File: config.mk
export PLATFORM = sky130hd
export DESIGN_NAME = bcd_to_bin_seq_flat
export DESIGN_NICKNAME = d
export VERILOG_FILES = /design/src/rtl/bcd_to_bin_seq_pkg.sv /design/src/rtl/bcd_to_bin_seq_if.sv /design/src/rtl/bcd_to_bin_seq_digit_adj.sv /design/src/rtl/bcd_to_bin_seq.sv /design/src/flat_wrapper.sv
export SDC_FILE = /design/constraint.sdc
export NUM_CORES = 1
export LEC_CHECK = 0
export BUFFER_PORTS_ARGS = -buffer_cell sky130_fd_sc_hd__buf_2
export CORE_UTILIZATION = 43
export DETAILED_ROUTE_END_ITERATION = 7
export PLACE_DENSITY = 0.77
export SLEW_MARGIN = 30
export SYNTH_ARGS = -nofsm -noshare
export SYNTH_HDL_FRONTEND = slang
export SYNTH_SLANG_ARGS = --single-unit
File: constraint.sdc
create_clock -name clk -period 1.58 [get_ports clk]
set_input_delay 0.237 -clock clk [delete_from_list [all_inputs] [get_ports clk]]
set_output_delay 0.237 -clock clk [all_outputs]
set_load 0.01 [all_outputs]
File: src/rtl/bcd_to_bin_seq_pkg.sv
// bcd_to_bin_seq_pkg: shared FSM states and digit constants for the BCD-to-binary converter
package bcd2bin_pkg;
    typedef enum logic [1:0] {IDLE, SHIFT, DONE} state_t;
    localparam int DIGIT_W = 4;
    localparam int ADJ_THRESH = 8;
    localparam int ADJ_CORR = 3;
    localparam int DIGIT_MAX = 9;
endpackage

File: src/rtl/bcd_to_bin_seq_if.sv
// bcd_to_bin_seq_if: valid/ready handshake bundle between a BCD source/result sink and the converter
interface bcd_to_bin_seq_if import bcd2bin_pkg::*; #(
    parameter int NUM_DIGITS = 3,
    parameter int BIN_W = 10
);
    logic in_valid;
    logic in_ready;
    logic [DIGIT_W*NUM_DIGITS-1:0] bcd_in;
    logic out_valid;
    logic out_ready;
    logic [BIN_W-1:0] bin_out;
    logic busy;
    logic bcd_err;
    modport master (output in_valid, bcd_in, out_ready, input in_ready, out_valid, bin_out, busy, bcd_err);
    modport slave (input in_valid, bcd_in, out_ready, output in_ready, out_valid, bin_out, busy, bcd_err);
endinterface

File: src/rtl/bcd_to_bin_seq_digit_adj.sv
// bcd_digit_adj: reverse double-dabble digit correction, subtract 3 from any digit of 8 or more
module bcd_digit_adj import bcd2bin_pkg::*; (
    input  logic [DIGIT_W-1:0] d,
    output logic [DIGIT_W-1:0] q
);
    assign q = (d >= DIGIT_W'(ADJ_THRESH)) ? d - DIGIT_W'(ADJ_CORR) : d;
endmodule

File: src/rtl/bcd_to_bin_seq.sv
// bcd_to_bin_seq: sequential BCD-to-binary converter, one shift per clock; BCD2BIN_DIGIT_CHECK_EN adds digit validation
module bcd_to_bin_seq import bcd2bin_pkg::*; #(
    parameter int NUM_DIGITS = 3,
    parameter int BIN_W = 10
) (
    input logic clk,
    input logic rst_n,
    bcd_to_bin_seq_if.slave bus
);
    localparam int BCD_W = DIGIT_W * NUM_DIGITS;
    localparam int SR_W = BCD_W + BIN_W;
    localparam int CNT_W = $clog2(BIN_W + 1);
    state_t state, state_nx;
    logic [SR_W-1:0] sr, sr_sh, sr_adj;
    logic [CNT_W-1:0] cnt;
    logic [BIN_W-1:0] bin_q;
    logic accept, last, err_q;
    assign sr_sh = sr >> 1;
    assign sr_adj[BIN_W-1:0] = sr_sh[BIN_W-1:0];
    genvar g;
    generate
        for (g = 0; g < NUM_DIGITS; g++) begin : g_adj
            bcd_digit_adj u_adj (
                .d(sr_sh[BIN_W + g*DIGIT_W +: DIGIT_W]),
                .q(sr_adj[BIN_W + g*DIGIT_W +: DIGIT_W])
            );
        end
    endgenerate
    assign accept = bus.in_valid && state == IDLE;
    assign last = cnt == CNT_W'(BIN_W - 1);
    always_comb begin
        bus.in_ready = state == IDLE;
        bus.busy = state == SHIFT;
        bus.out_valid = state == DONE;
        state_nx = accept ? SHIFT :
                   (state == SHIFT && last) ? DONE :
                   (state == DONE && bus.out_ready) ? IDLE : state;
    end
    always_ff @(posedge clk or negedge rst_n) begin
        if (!rst_n) begin
            state <= IDLE;
            sr <= '0;
            cnt <= '0;
            bin_q <= '0;
        end else begin
            state <= state_nx;
            if (accept) begin
                sr <= {bus.bcd_in, {BIN_W{1'b0}}};
                cnt <= '0;
            end else if (state == SHIFT) begin
                sr <= sr_adj;
                cnt <= cnt + 1'b1;
                if (last) bin_q <= err_q ? '1 : sr_adj[BIN_W-1:0];
            end
        end
    end
    assign bus.bin_out = bin_q;
`ifdef BCD2BIN_DIGIT_CHECK_EN
    logic err_in;
    always_comb begin
        err_in = 1'b0;
        for (int i = 0; i < NUM_DIGITS; i++)
            err_in = err_in | (bus.bcd_in[i*DIGIT_W +: DIGIT_W] > DIGIT_W'(DIGIT_MAX));
    end
    always_ff @(posedge clk or negedge rst_n) begin
        if (!rst_n) err_q <= 1'b0;
        else if (accept) err_q <= err_in;
    end
`else
    assign err_q = 1'b0;
`endif
    assign bus.bcd_err = err_q;
endmodule

File: src/flat_wrapper.sv
// flat-port wrapper written by rule: the top's interface ports become plain ports
module bcd_to_bin_seq_flat import bcd2bin_pkg::*;
#(
    parameter int NUM_DIGITS = 3,
    parameter int BIN_W = 10
)
  (clk, rst_n, bus_in_valid, bus_bcd_in, bus_out_ready, bus_in_ready, bus_out_valid, bus_bin_out, bus_busy, bus_bcd_err);
  bcd_to_bin_seq_if #(.NUM_DIGITS(NUM_DIGITS), .BIN_W(BIN_W)) bus_i ();
  input logic clk;
  input logic rst_n;
  input wire logic [$bits(bus_i.in_valid)-1:0] bus_in_valid;
  input wire logic [$bits(bus_i.bcd_in)-1:0] bus_bcd_in;
  input wire logic [$bits(bus_i.out_ready)-1:0] bus_out_ready;
  output wire logic [$bits(bus_i.in_ready)-1:0] bus_in_ready;
  output wire logic [$bits(bus_i.out_valid)-1:0] bus_out_valid;
  output wire logic [$bits(bus_i.bin_out)-1:0] bus_bin_out;
  output wire logic [$bits(bus_i.busy)-1:0] bus_busy;
  output wire logic [$bits(bus_i.bcd_err)-1:0] bus_bcd_err;
  assign bus_i.in_valid = bus_in_valid;
  assign bus_i.bcd_in = bus_bcd_in;
  assign bus_i.out_ready = bus_out_ready;
  assign bus_in_ready = bus_i.in_ready;
  assign bus_out_valid = bus_i.out_valid;
  assign bus_bin_out = bus_i.bin_out;
  assign bus_busy = bus_i.busy;
  assign bus_bcd_err = bus_i.bcd_err;
  bcd_to_bin_seq #(.NUM_DIGITS(NUM_DIGITS), .BIN_W(BIN_W)) u_core (.clk(clk), .rst_n(rst_n), .bus(bus_i));
endmodule
* After elaboration in Yosys (flattened, before gate mapping)
Cells that the tools add are included.
** Cells by class
- Add/subtract/negate cells :: 4
- Order comparisons :: 3
- Equality and inequality tests :: 3
- Mux-type cells :: 10
- Bitwise gates (word level) :: 1
- Reduce and logical (&&, ||, !) cells :: 7
** Operator list (count)
- 2-to-1 mux 22 bit :: 2
- 2-to-1 mux 4 bit :: 5
- >= comparator 4 bit (second input constant) :: 2
- subtractor 4 x 2 -> 4 bit (second input constant) :: 2
- 2-to-1 mux 2 bit :: 3
- adder 4 x 1 -> 4 bit (second input constant) :: 1
- equality test 4 bit (second input constant) :: 1
- >= comparator 3 x 4 -> 1 bit (second input constant) :: 1
- subtractor 3 x 2 -> 4 bit (second input constant) :: 1
- logical AND 1 bit :: 3
- AND reduction 3 bit :: 1
- nonzero test 3 bit :: 1
- equality test 2 x 1 -> 1 bit (second input constant) :: 1
- equality test 2 bit (second input constant) :: 1
- zero test 2 bit :: 1
- nonzero test 2 bit :: 1
- inverter 1 bit :: 1
** Word-level totals
- Register bits after elaboration :: 38
- Bits of input ports :: 16
- Logic and storage cells :: 32

* Depth between registers and ports, before layout
Gate-level depths: netlist of the first run.
- Depth after elaboration :: 5
- Gate-level depth with buffers :: 7

* Cells and area by module
Synthesis of the first run repeated with hierarchy kept, for this count alone.
** Second synthesis, totals
- Cell total of the unflattened synthesis :: 178
- Area total of the unflattened synthesis :: 1783.0 sq um
** Modules (own cells, without submodules)
- bcd_to_bin_seq :: instances 1, cells an instance 145, area each 1554.0 sq um, seq. area each 925.9 sq um
- bcd_digit_adj :: instances 3, cells an instance 11, area each 76.3 sq um, seq. area each 0.0 sq um

* Least setup slack after synthesis of the first run
Ideal clock, no wire load.
- Path kind :: register to register
- Start point :: register u_core.state[1]
- End point :: register u_core.bin_q[0] (netlist: u_core.bus.bin_out[0])
- Library setup time :: 125 ps
- Arrival :: 1366 ps
- Slack :: 90 ps
- Cell stages (with the launch flop) :: 6
- Clock period less this slack :: 1490 ps
- Cell sequence :: dfrtp_1 > nand2b_1 > buf_6 > nor3_4 > buf_6 > mux2_2
** Between the ends
- Word-level cells in the longest chain between the ends :: 4
** RTL lines
- start: declaration :: RTL line bcd_to_bin_seq.sv:13 : state_t state, state_nx;
- start signal: assignment :: RTL line bcd_to_bin_seq.sv:46 : state <= state_nx;
- zero test 2 bit :: RTL line bcd_to_bin_seq.sv:29 : assign accept = bus.in_valid && state == IDLE;
- logical AND 1 bit :: RTL line bcd_to_bin_seq.sv:29
- inverter 1 bit (no source line)
- AND reduction 3 bit (no source line) (*)
- end signal: assignment :: RTL line bcd_to_bin_seq.sv:53 : if (last) bin_q <= err_q ? '1 : sr_adj[BIN_W-1:0];
- end: declaration :: RTL line bcd_to_bin_seq.sv:16 : logic [BIN_W-1:0] bin_q;
Mark *: on every way between the ends. The rest lies on a longest branch, timed or not.
A chain may end at the register's enable or synchronous reset.

* Final worst setup path of the first run
- Start point :: register u_core.state[0]
- End point :: output port bus_busy
** Between the ends
- Word-level cells in the longest chain between the ends :: 1
** RTL lines
- equality test 2 x 1 -> 1 bit :: RTL line bcd_to_bin_seq.sv:33 : bus.busy = state == SHIFT;
- end: declaration :: RTL line flat_wrapper.sv:17 : output wire logic [$bits(bus_i.busy)-1:0] bus_busy;
No other way between the ends.

==> results of run 1 <==
## worst max path at each step
stage | start | endpoint | cells after the start | slack [ns]
6_report | u_core.state[0]$_DFFE_PN0P_ | bus_busy | 4 | 0.12
5_1_grt | u_core.cnt[1]$_DFFE_PN0P_ | u_core.bus.bin_out[0]$_DFFE_PN0P_ | 6 | 0.03
4_1_cts | u_core.state[0]$_DFFE_PN0P_ | bus_busy | 4 | 0.06
3_5_place_dp | u_core.state[0]$_DFFE_PN0P_ | u_core.bus.bin_out[0]$_DFFE_PN0P_ | 4 | 0.11
3_3_place_gp | u_core.cnt[1]$_DFFE_PN0P_ | u_core.bus.bin_out[3]$_DFFE_PN0P_ | 6 | 0.17
2_1_floorplan | u_core.state[1]$_DFFE_PN0P_ | u_core.bus.bin_out[0]$_DFFE_PN0P_ | 5 | 0.09
## cell usage after synthesis (all sizes together)
cell / instances / share of area
a21o: 1 / 0.0043
a22oi: 2 / 0.0087
a31oi: 3 / 0.011
and2b: 1 / 0.0043
buf: 9 / 0.036
clkbuf: 2 / 0.0043
conb: 1 / 0.0022
dfrtp: 37 / 0.54
ha: 6 / 0.043
inv: 7 / 0.015
mux2: 10 / 0.065
mux2i: 1 / 0.0058
nand2: 37 / 0.080
nand2b: 1 / 0.0036
nand3: 17 / 0.049
nand3b: 1 / 0.0043
nand4: 1 / 0.0036
nor2: 4 / 0.0087
nor2b: 2 / 0.0072
nor3: 1 / 0.0094
nor3b: 1 / 0.0043
o211a: 2 / 0.012
o211ai: 2 / 0.0087
o21ai: 16 / 0.046
or3b: 1 / 0.0051
xnor2: 2 / 0.010
xor2: 2 / 0.010
## power by group through the flow
| stage | registers [uW] | clock network [uW] | logic, uW |
|---|---|---|---|
| final | 1710 | 616 | 1520 |
| after CTS | 1700 | 635 | 1540 |
| after floorplan | 1700 | 0 | 1040 |
| after global placement | 1710 | 0 | 1450 |
| after global routing | 1770 | 673 | 1730 |
| after detailed placement | 1710 | 0 | 1520 |
## final cells by class
cell class | count | area, um^2 | share of cell area
sequential | 37 | 927 | 0.452
multi-input combinational | 115 | 712 | 0.347
timing repair buffer | 40 | 245 | 0.120
clock buffer | 8 | 80.1 | 0.0390
tap | 48 | 60.1 | 0.0293
inverter | 7 | 26.3 | 0.0128
## stage by stage
step | hold slack, ns | power [uW]
floorplan | -0.0586 | 2750
global placement | 0.155 | 3160
detailed placement | 0.154 | 3230
CTS | 0.142 | 3880
global route | 0.148 | 4170
finish | 0.147 | 3840
## what timing repair did
| action | in CTS | in global routing |
|---|---|---|
| pin swaps | 0 | 0 |
| endpoints found under the setup margin | 1 | 1 |
| resized for setup | 1 | 1 |
| hold endpoints to repair | 12 | 0 |
| hold buffers | 1 | 0 |
## per-layer routing
metal	vias up	global-route usage
li1	642	-
met1	614	0.208
met2	23	0.293
met3	4	0.0469
met4	0	0.0815
met5	-	0
## kinds of logic after synthesis
kind of cell             count (synthesis)
adder cells (fa/ha/maj)                  6
other                                    1
flip-flops                              37
AND/OR/NAND/NOR                         67
XOR/XNOR                                 4
multiplexers                            11
buffers and inverters                   18
AO/OA/AOI/OAI                           26
## sequential cells by signal (all words and copies together), names as in the netlist
signal and flops:
u_core.bus.bin_out 10, u_core.cnt 4, u_core.state 2, u_core.sr 21
## critical path: stages, from the launching register on
cell and delay (ns):
dfrtp_2 0.46, nand2b_4 0.11, inv_1 0.05, buf_4 0.17, buf_2 0.14
==> results.yml, run 1 <==
status:
  status: "complete, no violations"
synth:
  synthCells: 170
  synth_mux_area_frac: 0.0710
  postSynthAreaPerCell_um2: 10.2
  synth_top_family_by_area: "simple AND/OR/NAND/NOR gates"
  synth.distinct_cells: 29
  syn-num-nets: 192
  synthAdderAreaFrac: 0.0435
  synth_compound_area_frac: 0.0906
  synth_area_um2: 1730
  synth-seq-cells: 37
  ys_seq_area_frac: 0.536
  ys_warn_count: 0
  synthXorXnorAreaFrac: 0.0203
  synthSimpleGateAreaFrac: 0.180
min_path:
  holdPathEnd: "u_core.sr[21]$_DFFE_PN0P_"
  hold_class: "in -> reg"
  whs_path_depth: 3
  min_from: "bus_bcd_in[11]"
pwr:
  power_frac_comb: 0.396
  p_per_area_nw_per_um2: 1870
  p_clk_frac: 0.160
  switching_share: 0.374
  p_seq_frac: 0.444
  power.internal_uw: 2400
  static-leakage-power_uw: 0.00105
  vdd_drop_max_v: 0.000970
  switching_power_uw: 1440
run:
  max_cap_viol_count: 0
detailed_routing:
  drt_iter0_markers: 49
  top_layer_used: "met4"
  routed-via-count: 1283
  routed_wl_um: 3170
  wl_met2_um: 1520
  drc: 0
  wl_per_cell_um: 12.4
  postRouteAntennaNets: 0
  dr_wl_met3_um: 97
  wl_met1_um: 1520
  viasPerCell: 5.03
  first_pass_iters: 4
grt:
  grt_pass1_wl_um: 5530
  antenna_found_initial: 0
  grt_pass1_vias: 1316
  grt_max_degree: 28
  overflow: 0
  grt_usage: 0.175
placed_design:
  port_buffers: 28
  gp_congestion: 0.750
  dp.cells: 246
  placed_area_um2: 1950
  pre_cts_ws_ns: 0.114
  dp_hpwl_um: 2220
clock_network:
  cts.sinks: 37
  cts.path.max_buffers: 2
  cts_buffers: 5
  root_buffer: "clkbuf_8"
  clk_pin_slew_ns: 0.06
  cts_max_level: 2
  tritoncts: "yes"
  clock_latency_ns: 0.28
  post_cts_buffers: 0
sta:
  period_needed_ns: 1.46
  setup_tns_ns: 0
  fmax_mhz: 685
  setup_viol: 0
  finalClockSkew_ns: 0.00438
  finalWorstSetupSlack_ns: 0.121
  period_share: 0.923
  slew_violations: 0
  hold_violations: 0
  rsz0062_at_grt: "false"
floorplan:
  start_util: 0.461
  die_w_um: 65.4
  core-area_um2: 3740
  num_rows: 22
  dieHeight_um: 65.4
  dieArea_um2: 4270
  pin_count: 30
setup_path:
  reg2reg_setup_slack_ns: 0.12
  rr_worst_depth: 6
  r2r-start: "u_core.cnt[1]$_DFFE_PN0P_"
  arrival_ns: 1.22
  critPathKind: "reg -> out"
  start_kind: "register"
  path_max_fanout: 11
  r2r-end: "u_core.bus.bin_out[0]$_DFFE_PN0P_"
  end_kind: "output port"
  critPathRequiredTime_ns: 1.34
layout:
  layout-drive-gt1-share: 0.275
  finalInstanceArea_um2: 2050
  num_antenna_cells: 0
  fillers: 351
  layout_common_cells: "nand2_1, dfrtp_1, buf_2, nand3_1, o21ai_0"
  fin_cells: 255
  final_common_cell: "nand2_1"
  syn2layout_area_growth_pct: 18.8
  final_nets: 228
  final_util: 0.548
(Power assumes the default switching activity.)
==> inputs of run 2 (changes only) <==
- CORE_UTILIZATION: 43 -> 49
- PLACE_DENSITY: 0.77 -> 0.85
- REMOVE_ABC_BUFFERS: not set -> 1
==> run 2 against run 1 <==
  * Count of clock-buffer cells in the layout decreased by 3
  * Worst hold slack got worse by 0.081 ns
  * Via count increased by 1.0%
  * Largest cell class unchanged
  * Design area increased by 2.0%
==> results.yml, run 2 (same netlist as run 1, synthesis figures left out) <==
clock_network:
  cts_buffers: 5
  tritoncts: "yes"
  cts_max_level: 2
  cts.sinks: 37
  clock_latency_ns: 0.36
  cts.path.max_buffers: 2
  clk_pin_slew_ns: 0.12
  root_buffer: "clkbuf_4"
sta:
  finalClockSkew_ns: 0.0114
  finalWorstSetupSlack_ns: 0.0758
  period_needed_ns: 1.50
  period_share: 0.952
  hold_violations: 0
  setup_viol: 0
  rsz0062_at_grt: "false"
  fmax_mhz: 665
  slew_violations: 0
grt:
  grt_max_degree: 38
  grt_pass1_vias: 1251
  grt_pass1_wl_um: 5640
  grt_usage: 0.215
  overflow: 0
  antenna_found_initial: 0
pwr:
  power_uw: 4140
  static-leakage-power_uw: 0.00107
  p_per_area_nw_per_um2: 1980
  vdd_drop_max_v: 0.00101
floorplan:
  dieHeight_um: 61.4
  start_util: 0.513
  core-area_um2: 3360
  pin_count: 30
  num_rows: 21
  dieArea_um2: 3770
  die_w_um: 61.4
placed_design:
  dp_hpwl_um: 2220
  port_buffers: 28
  dp.cells: 242
  gp_congestion: 0.747
  pre_cts_ws_ns: 0.117
setup_path:
  arrival_ns: 1.27
  end_kind: "output port"
  path_max_fanout: 7
  critPathRequiredTime_ns: 1.34
  start_kind: "register"
  reg2reg_setup_slack_ns: 0.12
  critPathKind: "reg -> out"
run:
  max_cap_viol_count: 0
detailed_routing:
  drt_iter0_markers: 30
  routed_wl_um: 3360
  routed-via-count: 1296
  postRouteAntennaNets: 0
  drc: 0
  wl_per_cell_um: 13.3
  first_pass_iters: 6
  viasPerCell: 5.14
status:
  status: "complete, no violations"
layout:
  final_util: 0.622
  final_nets: 227
  num_antenna_cells: 0
  regMostFlops: "u_core.sr"
  layout-drive-gt1-share: 0.286
  fin_cells: 252
  layout_common_cells: "nand2_1, dfrtp_1, buf_2, nand3_1, o21ai_0"
  syn2layout_area_growth_pct: 21.1
  largest_reg_flops: 21
min_path:
  hold_class: "in -> reg"
run 2: cell count changes in the layout (fill, tap and decap cells not counted), moves of 2 or more:
cell,change
buf_12,+2
buf_4,-4
bufinv_16,+2
clkbuf_1,-3
clkbuf_4,+5
clkbuf_8,-5
run 2: layout make-up:
class	instances	area, um^2
tap	46	57.6
inverter	7	26.3
timing repair buffer	39	267
clock inverter	3	65.1
clock buffer	5	37.5
sequential	37	926
fill	311	1270
multi-input combinational	115	712
run 2: timing repair:
item / CTS / global route
hold buffers: 1 / 0
endpoints found under the hold margin: 37 / 0
setup buffers: 1 / 0
setup endpoints to repair: 1 / 1
gates resized for setup: 2 / 2
run 2: layer usage:
layer	track usage	share of wire	vias to the layer above
met3	0.0630	0.037	6
met1	0.293	0.48	626
li1	-	-	639
met5	0	0	-
met2	0.321	0.46	25
met4	0.0952	0.021	0
run 2: metrics by stage:
| stage | setup TNS (ns) | instance area (um^2) | hold slack (ns) |
|---|---|---|---|
| final | 0 | 2090 | 0.0655 |
| after global routing | 0 | 2090 | 0.0553 |
| after CTS | 0 | 2090 | 0.0536 |
| after detailed placement | 0 | 1960 | 0.214 |
| after global placement | 0 | 1960 | 0.219 |
| after floorplan | -7.58 | 1660 | -0.0586 |
run 2: critical path, stage by stage, from the launching register on:
cell and delay, ns:
dfrtp_1 0.49, nand2b_4 0.14, inv_2 0.05, buf_6 0.11, buf_2 0.13
run 2: where the power goes:
group / switching [uW] / internal (uW) / total, uW
Sequential: 360 / 1360 / 1720
Combinational: 832 / 763 / 1600
Clock: 332 / 490 / 822
run 2: final timing paths:
| check | cells past startpoint | endpoint | startpoint |
|---|---|---|---|
| max | 4 | bus_busy | u_core.state[0]$_DFFE_PN0P_ |
| min | 3 | u_core.sr[21]$_DFFE_PN0P_ | bus_bcd_in[11] |
| max reg2reg | 6 | u_core.bus.bin_out[2]$_DFFE_PN0P_ | u_core.cnt[1]$_DFFE_PN0P_ |
| min reg2reg | 2 | u_core.sr[2]$_DFFE_PN0P_ | u_core.sr[3]$_DFFE_PN0P_ |
| max in group asynchronous | 3 | u_core.sr[18]$_DFFE_PN0P_ | rst_n |
| min in group asynchronous | 3 | u_core.sr[13]$_DFFE_PN0P_ | rst_n |
==> inputs of run 3 (changes only) <==
- CORE_MARGIN: not set -> 1.5
- SETUP_SLACK_MARGIN: not set -> 0.2
==> run 3 against run 2 <==
  * Sequential power is essentially flat
  * Non-clock buffer count grew 8
  * Power shrank 0.68%
  * Critical path type is now reg -> reg
  * Largest power group is now combinational logic
  * Critical endpoint is now u_core.bus.bin_out[8]$_DFFE_PN0P_
==> results.yml, run 3 (same netlist as run 1, synthesis figures left out) <==
sta:
  setup_tns_ns: 0
  fmax_mhz: 674
  period_share: 0.939
  period_needed_ns: 1.48
  slew_violations: 0
  hold_violations: 0
  rsz0062_at_grt: "true"
  setup_viol: 0
  finalClockSkew_ns: 0.00300
  finalWorstSetupSlack_ns: 0.0958
clock_network:
  cts_max_level: 2
  cts_buffers: 5
  tritoncts: "yes"
  clock_latency_ns: 0.34
  cts.sinks: 37
  cts.path.max_buffers: 2
  clk_pin_slew_ns: 0.11
  root_buffer: "clkbuf_4"
setup_path:
  critPathKind: "reg -> reg"
  arrival_ns: 1.72
  start_kind: "register"
  end_kind: "register"
  critPathRequiredTime_ns: 1.82
  path_max_fanout: 6
  crit_slowest_cell: "dfrtp_1"
  crit_chain: "inv_1 -> ha_1 -> nand2_2 -> nor3_4 -> buf_6 -> mux2_2"
  critPathMaxStageDelay_ns: 0.40
detailed_routing:
  first_pass_iters: 4
  wl_per_cell_um: 13.3
  drc: 0
  viasPerCell: 5.02
  drt_iter0_markers: 31
  routed_wl_um: 3450
  postRouteAntennaNets: 0
  routed-via-count: 1300
floorplan:
  num_rows: 21
  core-area_um2: 3360
  pin_count: 30
  dieArea_um2: 3890
  die_w_um: 62.4
  start_util: 0.513
  dieHeight_um: 62.4
placed_design:
  port_buffers: 28
  gp_congestion: 0.723
  dp.cells: 242
  pre_cts_ws_ns: 0.0850
  dp_hpwl_um: 2160
layout:
  largest_reg_flops: 21
  layout-drive-gt1-share: 0.319
  num_antenna_cells: 0
  syn2layout_area_growth_pct: 24.0
  final_nets: 235
  regMostFlops: "u_core.sr"
  fin_cells: 259
  layout_common_cells: "nand2_1, dfrtp_1, buf_2, nand3_1, o21ai_0"
  final_util: 0.637
  fillers: 287
grt:
  grt_usage: 0.201
  overflow: 0
  grt_max_degree: 38
  grt_pass1_vias: 1292
  antenna_found_initial: 0
  grt_pass1_wl_um: 6060
pwr:
  vdd_drop_max_v: 0.000875
  static-leakage-power_uw: 0.00110
  p_per_area_nw_per_um2: 1920
min_path:
  hold_class: "in -> reg"
run:
  max_cap_viol_count: 0
status:
  status: "complete, no violations"
## run 3: changes by cell type in the layout (fill, tap and decap cells not counted), moves of 3 or more
| cell | before | now |
|---|---|---|
| mux2_2 | 10 | 7 |
| buf_4 | 6 | 13 |
| buf_6 | 1 | 4 |
| mux2_4 | 0 | 3 |
## run 3: worst max-delay path: cells and delay by family (launching register included)
| kind | cells | cell delay, ns |
|---|---|---|
| and+or+nand+nor | 2 | 0.24 |
| adders and majority gates | 1 | 0.16 |
| DFF | 1 | 0.40 |
| buffers and inverters | 2 | 0.24 |
| muxes | 1 | 0.34 |
## run 3: path summary, 6_finish.rpt
path	depth (start not counted)	slack (ns)	endpoint	startpoint
setup reg to reg	6	0.1	u_core.bus.bin_out[8]$_DFFE_PN0P_	u_core.cnt[1]$_DFFE_PN0P_
max in group asynchronous	3	1.02	u_core.state[0]$_DFFE_PN0P_	rst_n
min in group asynchronous	3	0.37	u_core.sr[13]$_DFFE_PN0P_	rst_n
setup / recovery	6	0.1	u_core.bus.bin_out[8]$_DFFE_PN0P_	u_core.cnt[1]$_DFFE_PN0P_
hold / removal	3	0.07	u_core.sr[21]$_DFFE_PN0P_	bus_bcd_in[11]
hold reg to reg	2	0.51	u_core.sr[21]$_DFFE_PN0P_	u_core.sr[21]$_DFFE_PN0P_
## run 3: per-layer routing
layer  part of all wire  up-vias  global-route usage  wire (um)
li1                   -      650                   -          -
met1               0.45      622               0.245       1540
met2               0.50       22               0.336       1720
met3              0.041        6              0.0616        141
met4              0.014        0              0.0750         47
met5                  0        -                   0          0
## run 3: per-stage QoR
step / total power (uW) / area [um^2] / hold WS [ns]
finish: 4110 / 2140 / 0.0730
global route: 4420 / 2140 / 0.0712
CTS: 4070 / 2130 / 0.0694
detailed placement: 3240 / 1950 / 0.216
global placement: 3160 / 1950 / 0.222
floorplan: 2640 / 1660 / -0.0586
## run 3: timing repair
item	in CTS	in global routing
hold endpoints to repair	37	0
gates resized for setup	13	0
hold buffers	1	0
cloned	1	0
setup endpoints to repair	28	34
setup buffers	6	2
## run 3: area by class of cell
class | instances | area, um^2 | area share
flip-flops and latches | 37 | 927 | 0.433
multi-input cells | 115 | 726 | 0.339
repair buffers | 47 | 328 | 0.153
well taps | 46 | 57.6 | 0.0269
clock buffers | 5 | 37.5 | 0.0175
clock inverters | 2 | 35.0 | 0.0164
inverters | 7 | 30.0 | 0.0140
## run 3: where the power goes
part	internal (uW)	leakage, uW	total (uW)	switching [uW]
sequential	1370	0.000465	1710	339
clock	322	0.0000410	634	312
combinational	886	0.000596	1770	888
